==> src/rtl/pinky_fpu_pkg.sv <==
// Shared definitions for the PinKY stage-3 FPU sequencer: word width, FP opcodes,
// the PC-write register index and the sequencer state encoding.
package pinky_fpu_pkg;

  localparam int WORD = 16;

  localparam logic [4:0] OP_ITOF = 5'b10010;
  localparam logic [4:0] OP_FTOI = 5'b10011;
  localparam logic [4:0] OP_RECF = 5'b10100;
  localparam logic [4:0] OP_MULF = 5'b10101;
  localparam logic [4:0] OP_SUBF = 5'b10110;
  localparam logic [4:0] OP_ADDF = 5'b10111;

  localparam logic [3:0] PCWRITE = 4'hF;

  typedef enum logic [2:0] {
    ST_IDLE   = 3'd0,
    ST_LAUNCH = 3'd1,
    ST_WAIT   = 3'd2,
    ST_DRAIN  = 3'd3,
    ST_WB     = 3'd4
  } seq_state_e;

endpackage

==> src/rtl/fpu_op_decode.sv <==
// Combinational legality check for a stage-3 FP request: the opcode must be one of
// the FP operations and the destination must not be the PC.
module fpu_op_decode
  import pinky_fpu_pkg::*;
#(
  parameter int OPW  = 5,
  parameter int REGW = 4
) (
  input  logic [OPW-1:0]  op,
  input  logic [REGW-1:0] dest,
  output logic            legal
);

  logic op_ok;

  always_comb begin
    op_ok = 1'b0;
    case (op)
      OPW'(OP_ITOF), OPW'(OP_FTOI), OPW'(OP_RECF),
      OPW'(OP_MULF), OPW'(OP_SUBF), OPW'(OP_ADDF): op_ok = 1'b1;
      default:                                     op_ok = 1'b0;
    endcase
  end

  assign legal = op_ok && (dest != REGW'(PCWRITE));

endmodule

==> src/rtl/fpu_sequencer.sv <==
// Sequences the multi-cycle FPU for pipeline stage 3: accept, launch, wait for done,
// single-cycle writeback, with flush drain and a watchdog for hung operations.
//
// state  | meaning
// IDLE   | ready for a request; no stall
// LAUNCH | one-cycle FPU start pulse; watchdog armed
// WAIT   | op in flight; stall held until done, flush or watchdog expiry
// DRAIN  | op killed by flush; wait for the FPU to finish, result discarded
// WB     | one-cycle writeback strobe; stall released
module fpu_sequencer
  import pinky_fpu_pkg::*;
#(
  parameter int WIDTH   = WORD,
  parameter int OPW     = 5,
  parameter int REGW    = 4,
  parameter int TIMEOUT = 64
) (
  input  logic             clk,
  input  logic             reset,
  input  logic             issue_valid,
  input  logic [OPW-1:0]   issue_op,
  input  logic [WIDTH-1:0] issue_op1,
  input  logic [WIDTH-1:0] issue_op2,
  input  logic [REGW-1:0]  issue_dest,
  output logic             issue_ready,
  input  logic             flush,
  output logic             stall,
  output logic             fpu_en,
  output logic [OPW-1:0]   fpu_instr,
  output logic [WIDTH-1:0] fpu_op1,
  output logic [WIDTH-1:0] fpu_op2,
  input  logic             fpu_done,
  input  logic [WIDTH-1:0] fpu_result,
  output logic             wb_valid,
  output logic [REGW-1:0]  wb_dest,
  output logic [WIDTH-1:0] wb_value,
  output logic             err_badop,
  output logic             err_timeout,
  output logic [15:0]      op_count
);

  localparam int CW = (TIMEOUT > 2) ? $clog2(TIMEOUT) : 1;
  localparam logic [CW-1:0] TMR_INIT = CW'(TIMEOUT - 1);

  seq_state_e       state_q, state_d;
  logic [CW-1:0]    tmr_q, tmr_d;
  logic [OPW-1:0]   instr_q, instr_d;
  logic [WIDTH-1:0] op1_q, op1_d;
  logic [WIDTH-1:0] op2_q, op2_d;
  logic [REGW-1:0]  dest_q, dest_d;
  logic [WIDTH-1:0] result_q, result_d;
  logic             err_badop_q, err_badop_d;
  logic             err_timeout_q, err_timeout_d;
  logic [15:0]      op_count_q, op_count_d;

  logic issue_legal;
  logic done_live;
  logic tmr_expired;
  logic [CW-1:0] tmr_dec;

  fpu_op_decode #(
    .OPW  (OPW),
    .REGW (REGW)
  ) u_decode (
    .op    (issue_op),
    .dest  (issue_dest),
    .legal (issue_legal)
  );

  // The watchdog counts down from TIMEOUT-1; a full count means no cycle has elapsed
  // since launch, so a done seen then is the previous op's stale level.
  assign done_live   = fpu_done && (tmr_q != TMR_INIT);
  assign tmr_expired = (tmr_q == '0);
  assign tmr_dec     = tmr_expired ? '0 : tmr_q - CW'(1);

  always_comb begin
    state_d       = state_q;
    tmr_d         = tmr_q;
    instr_d       = instr_q;
    op1_d         = op1_q;
    op2_d         = op2_q;
    dest_d        = dest_q;
    result_d      = result_q;
    err_badop_d   = 1'b0;
    err_timeout_d = err_timeout_q;
    op_count_d    = op_count_q;

    case (state_q)
      ST_IDLE: begin
        if (issue_valid) begin
          if (issue_legal) begin
            instr_d = issue_op;
            op1_d   = issue_op1;
            op2_d   = issue_op2;
            dest_d  = issue_dest;
            state_d = ST_LAUNCH;
          end else begin
            err_badop_d = 1'b1;
          end
        end
      end
      ST_LAUNCH: begin
        tmr_d   = TMR_INIT;
        state_d = flush ? ST_DRAIN : ST_WAIT;
      end
      ST_WAIT: begin
        tmr_d = tmr_dec;
        if (flush) begin
          state_d = ST_DRAIN;
        end else if (done_live) begin
          result_d   = fpu_result;
          op_count_d = op_count_q + 16'd1;
          state_d    = ST_WB;
        end else if (tmr_expired) begin
          err_timeout_d = 1'b1;
          state_d       = ST_IDLE;
        end
      end
      ST_DRAIN: begin
        tmr_d = tmr_dec;
        if (done_live) begin
          state_d = ST_IDLE;
        end else if (tmr_expired) begin
          err_timeout_d = 1'b1;
          state_d       = ST_IDLE;
        end
      end
      ST_WB: begin
        state_d = ST_IDLE;
      end
      default: begin
        state_d = ST_IDLE;
      end
    endcase
  end

  always_ff @(posedge clk) begin
    if (reset) begin
      state_q       <= ST_IDLE;
      tmr_q         <= '0;
      instr_q       <= '0;
      op1_q         <= '0;
      op2_q         <= '0;
      dest_q        <= '0;
      result_q      <= '0;
      err_badop_q   <= 1'b0;
      err_timeout_q <= 1'b0;
      op_count_q    <= '0;
    end else begin
      state_q       <= state_d;
      tmr_q         <= tmr_d;
      instr_q       <= instr_d;
      op1_q         <= op1_d;
      op2_q         <= op2_d;
      dest_q        <= dest_d;
      result_q      <= result_d;
      err_badop_q   <= err_badop_d;
      err_timeout_q <= err_timeout_d;
      op_count_q    <= op_count_d;
    end
  end

  assign issue_ready = (state_q == ST_IDLE);
  assign stall       = (state_q == ST_LAUNCH) || (state_q == ST_WAIT) || (state_q == ST_DRAIN);
  assign fpu_en      = (state_q == ST_LAUNCH);
  assign wb_valid    = (state_q == ST_WB);
  assign fpu_instr   = instr_q;
  assign fpu_op1     = op1_q;
  assign fpu_op2     = op2_q;
  assign wb_dest     = dest_q;
  assign wb_value    = result_q;
  assign err_badop   = err_badop_q;
  assign err_timeout = err_timeout_q;
  assign op_count    = op_count_q;

endmodule
==> config.mk <==
export PLATFORM = sky130hd
export DESIGN_NAME = fpu_sequencer
export DESIGN_NICKNAME = d
export VERILOG_FILES = /design/src/rtl/pinky_fpu_pkg.sv /design/src/rtl/fpu_op_decode.sv /design/src/rtl/fpu_sequencer.sv
export SDC_FILE = /design/constraint.sdc
export NUM_CORES = 1
export LEC_CHECK = 0
export ABC_AREA = 0
export BUFFER_PORTS_ARGS = -buffer_cell sky130_fd_sc_hd__buf_2
export CAP_MARGIN = 20
export CORE_ASPECT_RATIO = 0.5
export CORE_MARGIN = 3
export CORE_UTILIZATION = 45
export CTS_BUF_LIST = sky130_fd_sc_hd__clkbuf_8
export CTS_CLUSTER_SIZE = 40
export DETAILED_ROUTE_END_ITERATION = 6
export MAX_ROUTING_LAYER = met4
export PLACE_DENSITY = 0.88
export SYNTH_ARGS = -nofsm -noshare
export SYNTH_HDL_FRONTEND = slang
export SYNTH_SLANG_ARGS = --single-unit
==> constraint.sdc <==
create_clock -name clk -period 1.71 [get_ports clk]
set_input_delay 0.171 -clock clk [delete_from_list [all_inputs] [get_ports clk]]
set_output_delay 0.171 -clock clk [all_outputs]
set_load 0.005 [all_outputs]
==> flow_metrics.tcl, run 1 <==
set metrics [dict create \
    io_buffers 140 \
    report.final.setup_viol 0 \
    drtPass1Iterations 6 \
    async_reset_ff_share_pct 0 \
    tritoncts "done" \
    ys_ff_latch 84 \
    post-place-ws_ps 47.2 \
    fin_ws_ps 63.0 \
    synth.most_common_cell "dfxtp_1" \
    fin_worst_skew_ps 7.18 \
    grt_pass1_vias 2996 \
    seq_area_frac_synth_pct 49.0 \
    routed_wl_mm 8.94 \
    ioPinCount 141 \
    hpwl_mm 6.34 \
    tns_ps 0 \
    cp-start-kind "flop" \
    period_minus_slack_ps 1650 \
    cts.path.max_buffers 2 \
    synth_flop_cell "dfxtp_1" \
    remaining_drc_errors 0 \
    ctsHoldBuffers 0 \
    synth_area_sq_mm 0.00343 \
    finalWeightedCongestion 0.841 \
    synth-edff-count 0 \
    antenna_found_initial 0 \
    slew_headroom_pct 71.3 \
    hold_path_class "primary input to flop" \
    grtUsageTotal_pct 21.1 \
    status "finished, final reports clean" \
    synthTopCellsByArea "dfxtp_1 49%, mux2i_1 16%, nor2_1 7.5%" \
    final-max-slew-violation-count 0 \
    criticalPathCategory "flop to flop" \
    die-area_sq_mm 0.00877 \
    synth_nets 426 \
    nets 571 \
    finalHoldViolCount 0 \
    syn_avg_cell_area_sq_um 9.53 \
    rows 21 \
    numCtsBuffers 9 \
    grt-ovfl-total 0 \
    die_y_um 67.8 \
    vdd_drop_max_mv 0.573 \
    drive_above_1_share_pct 36.9 \
    period_share_pct 96.3 \
    yosysTopAreaCell "dfxtp_1" \
    synth_cell_type_count 39 \
    max_freq_mhz 607 \
    synthTopCellsByCount "84 x dfxtp_1, 69 x nor2_1, 56 x mux2i_1" \
    crit_required_ps 2000 \
    fp.dieW_um 130 \
    cts-root-buf "clkbuf_8" \
    wl_met3_um 473 \
    rsz0062_at_grt "yes" \
    drt-met1-wl_mm 3.57 \
    num-fill-cells 598 \
    wl_per_cell_um 14.8 \
    antennaDiodeCount 0 \
    vias 3187 \
    cts_num_sinks 84 \
    htree_levels 3 \
    synth_top_area_share_pct 49.0 \
    worst_pin_slew_ps 431 \
    timing.critical_path.to_type "flop" \
    leakagePower_nw 2.46 \
    power_density_mw_per_mm2 879 \
    path_clk_slew_ps 80 \
    top_layer_used "met4" \
    met2WireLength_mm 4.74 \
    grt_max_degree 33 \
    initial_core_util_pct 48.7 \
    ant_nets 0 \
    maxCapViolations 0 \
    area_growth_syn_to_layout_pct 33.5 \
    drt_iter0_drc 197 \
    grt_pass1_wl_mm 14.0 \
    cp.arrival_ps 1930 \
    cp_max_fo 4 \
    synth_cells 360 \
    drt-vias-per-instance 5.29 \
    yosysWarnings 0 \
    clk_latency_ps 360 \
    core_sq_mm 0.00704 \
]
==> flip-flops by register name (all words and copies together), names as in the netlist <==
signal       cells
fpu_op1         16
err_timeout      1
err_badop        1
wb_value        16
fpu_op2         16
op_count        16
fpu_instr        5
state_q          3
wb_dest          4
tmr_q            6
==> per-layer routing <==
metal | track usage (%) | vias to the layer above
met5 | - | -
met4 | 8.16 | 0
met3 | 6.24 | 16
met2 | 36.1 | 98
met1 | 23.6 | 1517
li1 | - | 1556
==> logic make-up (layout without fill, tap and decap cells) <==
logic type                 count (synthesis)  after routing  share of synthesized area (%)
and+or+nand+nor                          138            138                           20.7
adders and majority gates                  4              4                           1.46
AOI/OAI and AO/OA                         45             45                           7.69
xor gates and xnor gates                   1              1                          0.255
DFF                                       84             84                           49.0
buffers and inverters                     31            181                           4.23
muxes                                     57             57                           16.7
==> cell type report <==
type	count	area (sq um)	share of cell area (%)
clock buffer	12	165	3.60
clock inverter	4	71.3	1.56
inverter	7	26.3	0.573
multi-input combinational	245	1650	36.0
sequential	84	1690	36.8
tap	92	115	2.51
timing repair buffer	158	868	18.9
==> power by group <==
group	total, mW	switching, mW	leakage (nW)	internal, mW
logic	0.373	0.194	1.66	0.178
registers	2.03	0.0325	0.681	2.00
clock network	1.63	0.689	0.120	0.937
==> cell usage in the layout (no fill, tap or decap), types with 7 or more instances in the layout <==
master    synthesis  layout
dfxtp_1          84      80
buf_4             1      14
nor3_1            9       9
mux2i_1          56      56
clkbuf_8          0      12
o31ai_1           8       8
nor2_1           69      69
buf_2             8     140
a21oi_1          22      21
nand2_1           7       7
inv_1             7       8
o21ai_0           8       7
or4_1             9       8
==> through the flow <==
step                total power, mW  instances  utilization, %  area, sq um  hold WS, ps
floorplan                      2.27        360               -         3440          315
global placement               2.42        586            61.0         4300          398
detailed placement             2.43        586            61.0         4300          409
CTS                            4.05        602            64.4         4530         21.4
global route                   4.21        602            65.1         4580         27.9
finish                         4.03        602            65.1         4580         38.2
==> critical path: stages, from the launching register on <==
cell     delay, ps
dfxtp_2        340
ha_1           190
nand4_1        120
o21ai_2         90
buf_4          170
or4_1          530
a21oi_1        140
==> path summary, 6_finish.rpt <==
path / startpoint / endpoint / slack, ps / cells after the start
max: tmr_q[0]$_SDFFE_PP0P_ / op_count[14]$_SDFFE_PP0P_ / 60 / 6
min: issue_op2[5] / fpu_op2[5]$_SDFFE_PP0P_ / 40 / 3
max reg2reg: tmr_q[0]$_SDFFE_PP0P_ / op_count[14]$_SDFFE_PP0P_ / 60 / 6
min reg2reg: fpu_instr[4]$_SDFFE_PP0P_ / fpu_instr[4]$_SDFFE_PP0P_ / 450 / 2
==> what timing repair did <==
action	CTS	global route
setup buffers	0	0
gates resized for setup	0	15
hold endpoints to repair	0	0
endpoints found under the setup margin	0	45
Power figures use the tool's default switching activity.
==> inputs of run 2 (changes only) <==
--- a/config.mk
+++ b/config.mk
@@ -14,6 +14,7 @@
 export CTS_BUF_LIST = sky130_fd_sc_hd__clkbuf_8
 export CTS_CLUSTER_SIZE = 40
 export DETAILED_ROUTE_END_ITERATION = 6
+export GPL_TIMING_DRIVEN = 0
 export MAX_ROUTING_LAYER = met4
 export PLACE_DENSITY = 0.88
 export SYNTH_ARGS = -nofsm -noshare
==> run 2 against run 1 <==
  * The run now ends with negative setup slack left
  * Clock power shrank 12%
  * Wire length grew 5.7%
  * Via count grew 1.5%
  * First-iteration DRC count shrank 5.6%
  * Sequential share of layout area shrank 0.67 points
  * Register-to-register slack lost 80 ps
==> flow_metrics.tcl, run 2 (synthesis results as in run 1) <==
set metrics [dict create \
    crit_path_top_delay_cell "dfxtp_2" \
    rows 21 \
    final_cell_mix "140 x buf_2, 78 x dfxtp_1, 69 x nor2_1" \
    rr_worst_depth 7 \
    drive_above_1_share_pct 39.2 \
    ioPinCount 141 \
    clk_latency_ps 350 \
    finalHoldViolCount 0 \
    core_sq_mm 0.00704 \
    die-area_sq_mm 0.00877 \
    timing.critical_path.to_type "flop" \
    finalWeightedCongestion 0.815 \
    antennaDiodeCount 0 \
    leakagePower_nw 2.49 \
    path_clk_slew_ps 80 \
    hold_path_class "primary input to flop" \
    fin_area_sq_mm 0.00469 \
    grt_pass1_vias 2911 \
    grt_max_degree 13 \
    period_minus_slack_ps 1730 \
    worst_pin_slew_ps 584 \
    htree_levels 3 \
    cp_max_fo 10 \
    status "finished, violations left" \
    ant_nets 0 \
    max_stage_delay_ps 360 \
    final-max-slew-violation-count 0 \
    antenna_found_initial 0 \
    remaining_drc_errors 0 \
    criticalPathCategory "flop to flop" \
    initial_core_util_pct 48.7 \
    hpwl_mm 6.59 \
    report.final.setup_viol 6 \
    fp.dieW_um 130 \
    cts-root-buf "clkbuf_8" \
    rsz0062_at_grt "yes" \
    drt_iter0_drc 186 \
    ctsHoldBuffers 0 \
    nets 585 \
    grtUsageTotal_pct 20.9 \
    fin_ws_ps -19.3 \
    io_buffers 140 \
    crit_required_ps 1930 \
    maxCapViolations 0 \
    wl_per_cell_um 15.4 \
    period_share_pct 101 \
    drt-vias-per-instance 5.26 \
    area_growth_syn_to_layout_pct 36.6 \
    path_cells "ha_1 -> nand4_1 -> o211ai_1 -> buf_4 -> buf_12 -> mux2i_1 -> nor2_1" \
    grt-ovfl-total 0 \
    numCtsBuffers 9 \
    drtPass1Iterations 5 \
    vdd_drop_max_mv 0.622 \
    vias 3234 \
    cts.path.max_buffers 2 \
    slew_headroom_pct 61.0 \
    place_inst 592 \
    tritoncts "done" \
    grt_pass1_wl_mm 13.8 \
    routed_wl_mm 9.44 \
    violations "negative setup slack" \
    cp-start-kind "flop" \
    cp.arrival_ps 1950 \
    layout_commonest_cell "buf_2" \
    power_density_mw_per_mm2 823 \
    fin_worst_skew_ps 9.14 \
    die_y_um 67.8 \
    final_cells 615 \
    placed_area_sq_mm 0.00425 \
    cts_num_sinks 84 \
    worst_hold_path.num_cells 3 \
    max_freq_mhz 578 \
]
[run 2: through the flow]
stage | TNS, ps | total power, mW | utilization (%) | setup WS [ps] | hold slack [ps]
floorplan | 0 | 2.27 | - | 17.1 | 315
global placement | -5450 | 2.42 | 60.4 | -177 | 398
detailed placement | -6030 | 2.43 | 60.4 | -177 | 411
CTS | 0 | 3.87 | 64.7 | 2.73 | 27.4
global route | -1740 | 4.00 | 66.6 | -140 | 48.9
finish | -55.0 | 3.86 | 66.6 | -19.3 | 54.6
[run 2: path summary, 6_finish.rpt]
path                             startpoint                         to  slack [ps]
setup / recovery      tmr_q[0]$_SDFFE_PP0P_   wb_value[6]$_SDFFE_PP0P_         -20
hold / removal                 issue_op1[2]    fpu_op1[2]$_SDFFE_PP0P_          50
setup reg to reg      tmr_q[0]$_SDFFE_PP0P_   wb_value[6]$_SDFFE_PP0P_         -20
hold reg to reg   fpu_instr[4]$_SDFFE_PP0P_  fpu_instr[4]$_SDFFE_PP0P_         450
[run 2: critical path: cells and delay by family, from the launching register on]
family | cells | cell delay [ps]
and+or+nand+nor | 2 | 190
AOI/OAI and AO/OA | 1 | 300
buffers and inverters | 2 | 390
DFF | 1 | 360
adders and majority gates | 1 | 140
muxes | 1 | 230
[run 2: cell type report]
class	count	area [sq um]
fillers	564	2350
multi-input cells	245	1710
flip-flops and latches	84	1690
repair buffers	150	779
clock buffers	12	165
plain buffers	22	165
well taps	92	115
clock inverters	3	37.5
inverters	7	26.3
[run 2: repair_timing]
item                       in CTS  in global routing
hold endpoints to repair        0                  0
pin swaps                       3                 14
setup endpoints to repair      69                 72
gates cloned                    0                  0
resized for setup              15                 41
setup buffers                   7                  3
[run 2: power by group]
part           total, mW  internal [mW]  switching, mW  leakage, nW
combinational      0.382          0.180          0.202         1.70
clock               1.44          0.778          0.666        0.111
sequential          2.03           2.00         0.0358        0.683
total               3.86           2.96          0.904         2.49
[run 2: layer usage]
layer	GRT usage, %	part of all wire, %	up-vias
met4	8.55	2.0	0
met2	36.6	52	109
met3	5.21	5.4	22
li1	-	-	1580
met1	23.4	41	1523
met5	-	0	-
==> inputs of run 3 (changes only) <==
--- a/config.mk
+++ b/config.mk
@@ -16,7 +16,7 @@
 export DETAILED_ROUTE_END_ITERATION = 6
 export GPL_TIMING_DRIVEN = 0
 export MAX_ROUTING_LAYER = met4
-export PLACE_DENSITY = 0.88
+export PLACE_DENSITY = 0.87
 export SYNTH_ARGS = -nofsm -noshare
 export SYNTH_HDL_FRONTEND = slang
 export SYNTH_SLANG_ARGS = --single-unit
==> run 3 against run 2 <==
  * The run still ends with negative setup slack left
  * Largest cell class unchanged
  * Hold slack worse by 19 ps
  * Fmax fell by 1.8%
  * Largest power group unchanged
  * Critical endpoint is now wb_value[2]$_SDFFE_PP0P_
  * First-iteration DRC count fell by 25%
  * Wire length increased by 4.2%
  * Die area did not move
==> flow_metrics.tcl, run 3 (synthesis results as in run 1) <==
set metrics [dict create \
    status "finished, violations left" \
    violations "negative setup slack" \
    drive_above_1_share_pct 40.5 \
    timing.critical_path.to_type "flop" \
    remaining_drc_errors 0 \
    gr-max-usage-layer "met2" \
    cp.arrival_ps 1990 \
    numCtsBuffers 9 \
    grt_pass1_wl_mm 14.5 \
    cts.path.max_buffers 2 \
    final_cell_mix "141 x buf_2, 77 x dfxtp_1, 67 x nor2_1" \
    grt_pass1_vias 3054 \
    ioPinCount 141 \
    grtUsageTotal_pct 21.8 \
    drt-vias-per-instance 5.27 \
    report.final.setup_viol 20 \
    max_stage_delay_ps 390 \
    rsz0062_at_grt "yes" \
    htree_levels 3 \
    drt_iter0_drc 140 \
    gr-usage-met3_pct 6.08 \
    grt_util_met1_pct 25.2 \
    final_cells 623 \
    area_growth_syn_to_layout_pct 40.2 \
    io_buffers 140 \
    ctsHoldBuffers 0 \
    period_share_pct 103 \
    path_cells "ha_4 -> nand4_1 -> o211ai_1 -> buf_6 -> buf_12 -> mux2i_1 -> nor2_1" \
    power_density_mw_per_mm2 802 \
    place_inst 592 \
    finalHoldViolCount 0 \
    startpoint "tmr_q[0]$_SDFFE_PP0P_" \
    criticalPathCategory "flop to flop" \
    leakagePower_nw 2.54 \
    nets 592 \
    period_minus_slack_ps 1760 \
    fp.dieW_um 130 \
    drtPass1Iterations 4 \
    crit_required_ps 1940 \
    vdd_drop_max_mv 0.500 \
    vias 3286 \
    fin_ws_ps -50.6 \
    die_y_um 67.8 \
    hpwl_mm 6.71 \
    tritoncts "done" \
    grt_max_degree 14 \
    cts-root-buf "clkbuf_8" \
    path_clk_slew_ps 80 \
    cp_max_fo 10 \
    layout_commonest_cell "buf_2" \
    cp-start-kind "flop" \
    hold_path_class "primary input to flop" \
    die-area_sq_mm 0.00877 \
    wl_per_cell_um 15.8 \
    grt-ovfl-total 0 \
    antennaDiodeCount 0 \
    slew_headroom_pct 64.9 \
    maxCapViolations 0 \
    min-delay-start "issue_op1[15]" \
    fin_worst_skew_ps 10.9 \
    reg2reg_from "tmr_q[0]$_SDFFE_PP0P_" \
    ant_nets 0 \
    holdWs_ps 35.7 \
    rows 21 \
    finalWeightedCongestion 0.800 \
    worst_pin_slew_ps 527 \
    routed_wl_mm 9.83 \
    clk_latency_ps 360 \
    antenna_found_initial 0 \
    final-max-slew-violation-count 0 \
    max_freq_mhz 568 \
    grt_use_met2_pct 36.8 \
    crit_path_top_delay_cell "dfxtp_4" \
    core_sq_mm 0.00704 \
    initial_core_util_pct 48.7 \
    cts_num_sinks 84 \
]
[run 3: layout make-up]
type                       instances  area, sq um
clock inverter                     5         51.3
sequential                        84         1700
timing repair buffer             157          865
buffer                            22          169
inverter                           7         26.3
tap                               92          115
clock buffer                      11          151
multi-input combinational        245         1730
fill                             553         2230
[run 3: path summary, 6_finish.rpt]
kind,end,slack (ps),cells after the start
setup / recovery,wb_value[2]$_SDFFE_PP0P_,-50,7
setup reg to reg,wb_value[2]$_SDFFE_PP0P_,-50,7
hold / removal,fpu_op1[15]$_SDFFE_PP0P_,40,3
hold reg to reg,fpu_instr[4]$_SDFFE_PP0P_,460,2
[run 3: layer usage]
layer  vias to the layer above  wire (um)  share of wire, %
li1                       1599          -                 -
met1                      1566       4090                42
met2                       102       5040                51
met3                        19        503               5.1
met4                         0        197               2.0
met5                         -          0                 0
[run 3: critical path, delay by kind of cell (launching register included)]
kind                       cells  cell delay [ps]
DFF                            1              390
AOI/OAI and AO/OA              1              370
and+or+nand+nor                2              170
buffers and inverters          2              370
muxes                          1              200
adders and majority gates      1              130
[run 3: what timing repair did]
action | CTS | global route
buffers inserted | 9 | 6
pin swaps | 21 | 9
gates cloned | 0 | 2
gates resized for setup | 32 | 41
setup endpoints to repair | 71 | 78
[run 3: power by group]
group / switching, mW / leakage, nW / internal (mW)
registers: 0.0378 / 0.684 / 2.00
logic: 0.202 / 1.75 / 0.179
clock network: 0.699 / 0.107 / 0.745
[run 3: through the flow]
stage	TNS (ps)	utilization, %	power [mW]	setup WS [ps]	area, sq um
2_1_floorplan	0	-	2.27	17.1	3440
3_3_place_gp	-4910	60.4	2.42	-203	4250
3_5_place_dp	-7100	60.4	2.43	-212	4250
4_1_cts	-266	65.6	3.86	-54.8	4620
5_1_grt	-1930	68.3	4.02	-114	4810
6_report	-533	68.3	3.86	-50.6	4810
